===== src/rtl/bank_op_sequencer.sv =====
// Command sequencer for one 4-row CELLA bank row decoder.
// Accepts write / MAC / CAM-search commands and emits registered decoder controls.
// Optional build macro: CAM_MASK_EN (CAM care mask applied to data/data_bar).
module bank_op_sequencer #(
    parameter int unsigned SETUP_CYCLES = 1,
    parameter int unsigned PULSE_CYCLES = 1
) (
    input  logic       clk,
    input  logic       rst,
    input  logic       cmd_valid,
    output logic       cmd_ready,
    input  logic [1:0] cmd_op,
    input  logic [1:0] cmd_addr,
    input  logic [3:0] cmd_row_mask,
    input  logic [3:0] cmd_sign,
    input  logic [3:0] cmd_key,
    input  logic [3:0] cmd_care,
    output logic       cs,
    output logic       clk_copy,
    output logic       w_en,
    output logic       mac_en,
    output logic       read_bar,
    output logic [1:0] addr,
    output logic [3:0] data,
    output logic [3:0] data_bar,
    output logic       row_strobe,
    output logic [1:0] row_idx,
    output logic       done,
    output logic       done_err
);

    localparam int unsigned SW = $clog2(SETUP_CYCLES + 1);
    localparam int unsigned PW = $clog2(PULSE_CYCLES + 1);

    localparam logic [1:0] OP_WR  = 2'b00;
    localparam logic [1:0] OP_MAC = 2'b01;
    localparam logic [1:0] OP_CAM = 2'b10;
    localparam logic [1:0] OP_RSV = 2'b11;

    typedef enum logic [2:0] {IDLE, SETUP, PULSE, RECOVER, DONE} state_t;

    state_t        state_q, state_d;
    logic [1:0]    op_q, op_d;
    logic [1:0]    wr_addr_q, wr_addr_d;
    logic [3:0]    mask_q, mask_d;
    logic [3:0]    sign_q, sign_d;
    logic [3:0]    key_q, key_d;
    logic [1:0]    row_q, row_d;
    logic [SW-1:0] scnt_q, scnt_d;
    logic [PW-1:0] pcnt_q, pcnt_d;
    logic [3:0]    mask_above;

`ifdef CAM_MASK_EN
    logic [3:0]    care_q, care_d;
`else
    logic          unused_care;
    assign unused_care = ^cmd_care;
`endif

    // Next-cycle output values, registered below
    logic       ready_n, cs_n, clk_copy_n, w_en_n, mac_en_n, read_bar_n;
    logic [1:0] addr_n, row_idx_n;
    logic [3:0] data_n, data_bar_n;
    logic       row_strobe_n, done_n, done_err_n;

    // Index of the lowest set bit (caller guarantees a non-zero mask)
    function automatic logic [1:0] first_set(input logic [3:0] m);
        logic [1:0] idx;
        idx = 2'd0;
        for (int i = 3; i >= 0; i--) begin
            if (m[i]) idx = 2'(i);
        end
        return idx;
    endfunction

    // MAC rows strictly above the current row
    assign mask_above = mask_q & (4'b1110 << row_q);

    // State, latched command and phase counters
    always_ff @(posedge clk or posedge rst) begin
        if (rst) begin
            state_q   <= IDLE;
            op_q      <= '0;
            wr_addr_q <= '0;
            mask_q    <= '0;
            sign_q    <= '0;
            key_q     <= '0;
            row_q     <= '0;
            scnt_q    <= '0;
            pcnt_q    <= '0;
`ifdef CAM_MASK_EN
            care_q    <= '0;
`endif
        end else begin
            state_q   <= state_d;
            op_q      <= op_d;
            wr_addr_q <= wr_addr_d;
            mask_q    <= mask_d;
            sign_q    <= sign_d;
            key_q     <= key_d;
            row_q     <= row_d;
            scnt_q    <= scnt_d;
            pcnt_q    <= pcnt_d;
`ifdef CAM_MASK_EN
            care_q    <= care_d;
`endif
        end
    end

    // Next-state, command latch, row walk and counter update
    always_comb begin
        state_d   = state_q;
        op_d      = op_q;
        wr_addr_d = wr_addr_q;
        mask_d    = mask_q;
        sign_d    = sign_q;
        key_d     = key_q;
        row_d     = row_q;
        scnt_d    = scnt_q;
        pcnt_d    = pcnt_q;
`ifdef CAM_MASK_EN
        care_d    = care_q;
`endif
        case (state_q)
            IDLE: begin
                if (cmd_valid && cmd_ready) begin
                    op_d      = cmd_op;
                    wr_addr_d = cmd_addr;
                    mask_d    = cmd_row_mask;
                    sign_d    = cmd_sign;
                    key_d     = cmd_key;
`ifdef CAM_MASK_EN
                    care_d    = cmd_care;
`endif
                    row_d     = 2'd0;
                    scnt_d    = '0;
                    pcnt_d    = '0;
                    case (cmd_op)
                        OP_WR, OP_CAM: state_d = SETUP;
                        OP_MAC: begin
                            if (|cmd_row_mask) begin
                                state_d = SETUP;
                                row_d   = first_set(cmd_row_mask);
                            end else begin
                                state_d = DONE;
                            end
                        end
                        default: state_d = DONE;
                    endcase
                end
            end
            SETUP: begin
                if (scnt_q == SW'(SETUP_CYCLES - 1)) begin
                    state_d = PULSE;
                    scnt_d  = '0;
                    pcnt_d  = '0;
                end else begin
                    scnt_d = scnt_q + 1'b1;
                end
            end
            PULSE: begin
                if (pcnt_q == PW'(PULSE_CYCLES - 1)) begin
                    state_d = RECOVER;
                    pcnt_d  = '0;
                end else begin
                    pcnt_d = pcnt_q + 1'b1;
                end
            end
            RECOVER: begin
                if (op_q == OP_MAC && |mask_above) begin
                    state_d = SETUP;
                    row_d   = first_set(mask_above);
                    scnt_d  = '0;
                end else begin
                    state_d = DONE;
                end
            end
            DONE:    state_d = IDLE;
            default: state_d = IDLE;
        endcase
    end

    // Decoder controls for the upcoming state, so every output comes straight from a flop
    always_comb begin
        ready_n      = (state_d == IDLE);
        cs_n         = 1'b0;
        clk_copy_n   = (state_d == PULSE);
        w_en_n       = 1'b0;
        mac_en_n     = 1'b0;
        read_bar_n   = 1'b0;
        addr_n       = 2'd0;
        data_n       = 4'd0;
        data_bar_n   = 4'd0;
        row_strobe_n = 1'b0;
        row_idx_n    = 2'd0;
        done_n       = (state_d == DONE);
        done_err_n   = (state_d == DONE) && (op_d == OP_RSV);
        if (state_d == SETUP || state_d == PULSE || state_d == RECOVER) begin
            cs_n = 1'b1;
            case (op_d)
                OP_WR: begin
                    w_en_n = 1'b1;
                    addr_n = wr_addr_d;
                end
                OP_MAC: begin
                    mac_en_n   = 1'b1;
                    addr_n     = row_d;
                    read_bar_n = sign_d[row_d];
                end
                OP_CAM: begin
`ifdef CAM_MASK_EN
                    data_n     = key_d & care_d;
                    data_bar_n = ~key_d & care_d;
`else
                    data_n     = key_d;
                    data_bar_n = ~key_d;
`endif
                end
                default: ;
            endcase
        end
        if (state_d == PULSE && pcnt_d == PW'(PULSE_CYCLES - 1) &&
            (op_d == OP_MAC || op_d == OP_CAM)) begin
            row_strobe_n = 1'b1;
            row_idx_n    = (op_d == OP_MAC) ? row_d : 2'd0;
        end
    end

    // Output register; async reset drops cs/clk_copy immediately
    always_ff @(posedge clk or posedge rst) begin
        if (rst) begin
            cmd_ready  <= 1'b0;
            cs         <= 1'b0;
            clk_copy   <= 1'b0;
            w_en       <= 1'b0;
            mac_en     <= 1'b0;
            read_bar   <= 1'b0;
            addr       <= '0;
            data       <= '0;
            data_bar   <= '0;
            row_strobe <= 1'b0;
            row_idx    <= '0;
            done       <= 1'b0;
            done_err   <= 1'b0;
        end else begin
            cmd_ready  <= ready_n;
            cs         <= cs_n;
            clk_copy   <= clk_copy_n;
            w_en       <= w_en_n;
            mac_en     <= mac_en_n;
            read_bar   <= read_bar_n;
            addr       <= addr_n;
            data       <= data_n;
            data_bar   <= data_bar_n;
            row_strobe <= row_strobe_n;
            row_idx    <= row_idx_n;
            done       <= done_n;
            done_err   <= done_err_n;
        end
    end

endmodule

===== config.mk =====
export PLATFORM = sky130hd
export DESIGN_NAME = bank_op_sequencer
export DESIGN_NICKNAME = d
export VERILOG_FILES = /design/src/rtl/bank_op_sequencer.sv
export SDC_FILE = /design/constraint.sdc
export NUM_CORES = 1
export LEC_CHECK = 0
export CORE_ASPECT_RATIO = 0.7
export CORE_MARGIN = 2
export CORE_UTILIZATION = 56
export CTS_BUF_LIST = sky130_fd_sc_hd__clkbuf_16
export CTS_CLUSTER_SIZE = 12
export DETAILED_ROUTE_END_ITERATION = 16
export DONT_BUFFER_PORTS = 1
export PLACE_DENSITY = 0.71
export SYNTH_ARGS = -nofsm -noshare
export SYNTH_HDL_FRONTEND = slang
export SYNTH_SLANG_ARGS = --single-unit

===== constraint.sdc =====
create_clock -name clk -period 2.4 [get_ports clk]
set_input_delay 0.24 -clock clk [delete_from_list [all_inputs] [get_ports clk]]
set_output_delay 0.24 -clock clk [all_outputs]
set_load 0.01 [all_outputs]

==> impl_metrics.py <==
metrics = {
    "sta": {
        "finalHoldViolCount": 0,
        "grt_setup_unrepaired": "no",
        "worst_pin_slew_ns": 0.523,
        "post-route-min-period_ns": 2.18,
        "skew_ns": 0.00305,
        "setup_ws_ns": 0.218,
        "fmaxAchievable_mhz": 458,
        "slew_headroom_pct": 65.1,
        "setup_viol": 0,
        "post-route-period-util_pct": 90.9,
        "maxSlewViolCount": 0,
        "tns_ns": 0,
    },
    "placement": {
        "finalWeightedCongestion": 0.882,
        "placed_cell_area_um2": 1890,
        "io_buffer_count": 0,
        "pre_cts_ws_ns": 0.197,
        "dpl.hpwl_mm": 2.53,
    },
    "power": {
        "ir_worst_vdd_mv": 0.665,
        "power.density_nw_per_um2": 1450,
        "power.leakage_nw": 0.952,
        "power_w": 0.00297,
    },
    "grt": {
        "overflow": 0,
        "track_usage_pct": 22.5,
        "grt_pass1_vias": 1224,
        "antenna_found_initial": 0,
        "grt_pass1_wl_mm": 6.04,
        "grt_max_degree": 43,
    },
    "synthesis": {
        "netlist_area_um2": 1850,
        "synth_top_family_by_area": "simple AND/OR/NAND/NOR gates",
        "yosys_warnings": 0,
        "synth-edff-count": 0,
        "ys_async_sr_fraction_pct": 100,
        "synth_compound_area_share_pct": 11.0,
        "synth_simple_gate_area_share_pct": 14.8,
        "synth-xor-area-share_pct": 0.475,
        "synth_fa_ha_area_share_pct": 2.71,
        "synth_seq_cells": 42,
        "syn_area_per_cell_um2": 12.6,
        "synthCells": 146,
        "synth.most_common_cell": "dfrtp_1",
        "yosysUniqueCellTypes": 38,
        "synthMuxAreaShare_pct": 10.2,
        "syn-num-nets": 173,
        "ys_top_cells_by_area": "dfrtp_1 (57%), mux2_2 (8.5%), ha_1 (2.7%)",
        "ys_seq_area_share_pct": 56.9,
        "synthTopCellsByCount": "dfrtp_1 (42), mux2_2 (14), nor2_1 (12), inv_1 (9), and3_1 (7)",
        "synth_flop_cell": "dfrtp_1",
        "yosys.area.top_type": "dfrtp_1",
        "synth.top_cell.area_share_pct": 56.9,
    },
    "layout": {
        "layout.nets": 182,
        "syn_to_final_growth_pct": 10.8,
        "diodes": 0,
        "final_util_pct": 65.0,
        "design_area_um2": 2050,
        "num-fill-cells": 256,
        "layout-drive-gt1-share_pct": 23.1,
    },
    "routing": {
        "vias": 1118,
        "drt_iter0_markers": 162,
        "wl_mm": 3.52,
        "avgViaCountPerCell": 5.76,
        "wl_per_cell_um": 18.2,
        "route.detailed.drc": 0,
        "drt-pass1-iter-count": 4,
        "antenna_left": 0,
    },
    "clock_tree": {
        "cts-root-buf": "clkbuf_16",
        "clk_pin_slew_worst_paths_ns": 0.06,
        "cts_resized": 0,
        "cts_made_buffers": 5,
        "cts_max_level": 2,
        "cts.sinks": 42,
        "clockBufferDepth": 2,
        "cts_tree": "yes",
        "hold_buffers": 1,
        "clkLatencyLatePin_ns": 0.28,
        "cts_setup_buffers": 0,
    },
    "worst_setup_path": {
        "endpoint_kind": "flop",
        "crit_type": "flop to flop",
        "arrival_ns": 2.35,
        "cp_max_fo": 8,
        "startpoint": "state_q[1]",
        "cp.required_ns": 2.57,
        "worstSetupStartpointType": "flop",
        "r2r-start": "state_q[1]",
    },
    "min_path": {
        "min-delay-start": "cmd_row_mask[3]",
        "hold_class": "input pin to flop",
    },
    "floorplan": {
        "fp.dieH_um": 52.0,
        "die-width_um": 72.6,
        "start_util_pct": 58.6,
        "fp.coreArea_um2": 3150,
        "row_count": 17,
        "die-area_um2": 3780,
        "ioPinCount": 44,
    },
    "outcome": {
        "status": "complete, no violations",
    },
    "run": {
        "maxCapViolCount": 0,
    },
}
## final cells by class
| class | instances | area [um^2] | share of cell area [%] |
|---|---|---|---|
| multi-input combinational | 91 | 723 | 35.4 |
| clock inverter | 3 | 17.5 | 0.856 |
| tap | 38 | 47.5 | 2.32 |
| sequential | 42 | 1050 | 51.4 |
| timing repair buffer | 6 | 47.5 | 2.32 |
| inverter | 9 | 33.8 | 1.65 |
| clock buffer | 5 | 125 | 6.12 |
## report_power, final
| group | internal, W | total (W) | switching [W] |
|---|---|---|---|
| Combinational | 0.000499 | 0.00111 | 0.000609 |
| Clock | 0.000381 | 0.000637 | 0.000256 |
| Sequential | 0.000998 | 0.00123 | 0.000229 |
## cell families (layout without fill, tap and decap cells)
kind of cell | count (synthesis) | in the layout
mux | 17 | 17
buf+inv | 13 | 23
compound gates | 23 | 23
flops | 42 | 42
fa+ha+maj | 4 | 4
xor+xnor | 1 | 1
simple gates | 46 | 46
## registers in the layout, indices dropped and copies added (netlist names), 3 cells and up
name,flops
data,4
data_bar,4
key_q,4
sign_q,4
mask_q,3
state_q,3
## cell usage in the layout (no fill, tap or decap), types with 4 or more instances in the layout
cell type / n
and2_1: 5
and3_1: 7
buf_4: 5
clkbuf_16: 5
dfrtp_1: 42
ha_1: 4
inv_1: 10
mux2_2: 14
nand2_1: 6
nor2_1: 12
nor2b_1: 4
## metal layers
metal / up-vias / wire length, um / GRT usage (%)
met5: - / 0 / 0
met4: 0 / 21 / 11.7
met3: 2 / 218 / 6.98
met2: 29 / 1810 / 35.2
met1: 566 / 1480 / 28.3
li1: 521 / - / -
## critical path, stage by stage, from the launching register on
cell     delay [ns]
dfrtp_1        0.45
nor4_4         0.54
buf_4          0.27
mux2_2         0.35
mux2_2         0.27
mux2i_1        0.13
nor2b_1        0.06
## through the flow
stage	std cells	hold WS, ns
6_report	194	0.0800
2_1_floorplan	146	0.357
3_3_place_gp	185	0.284
4_1_cts	194	0.0751
3_5_place_dp	185	0.296
5_1_grt	194	0.104
## path summary, 6_finish.rpt
path                             endpoint  slack (ns)  depth (start not counted)
worst max-delay path             read_bar        0.22                          6
worst min-delay path            mask_q[3]        0.08                          2
worst max register to register   read_bar        0.22                          6
worst min register to register  sign_q[2]        0.49                          1
max in group asynchronous       mask_q[3]        1.50                          3
min in group asynchronous              cs        0.53                          3
Note: power is estimated with default switching activity, not from simulation.
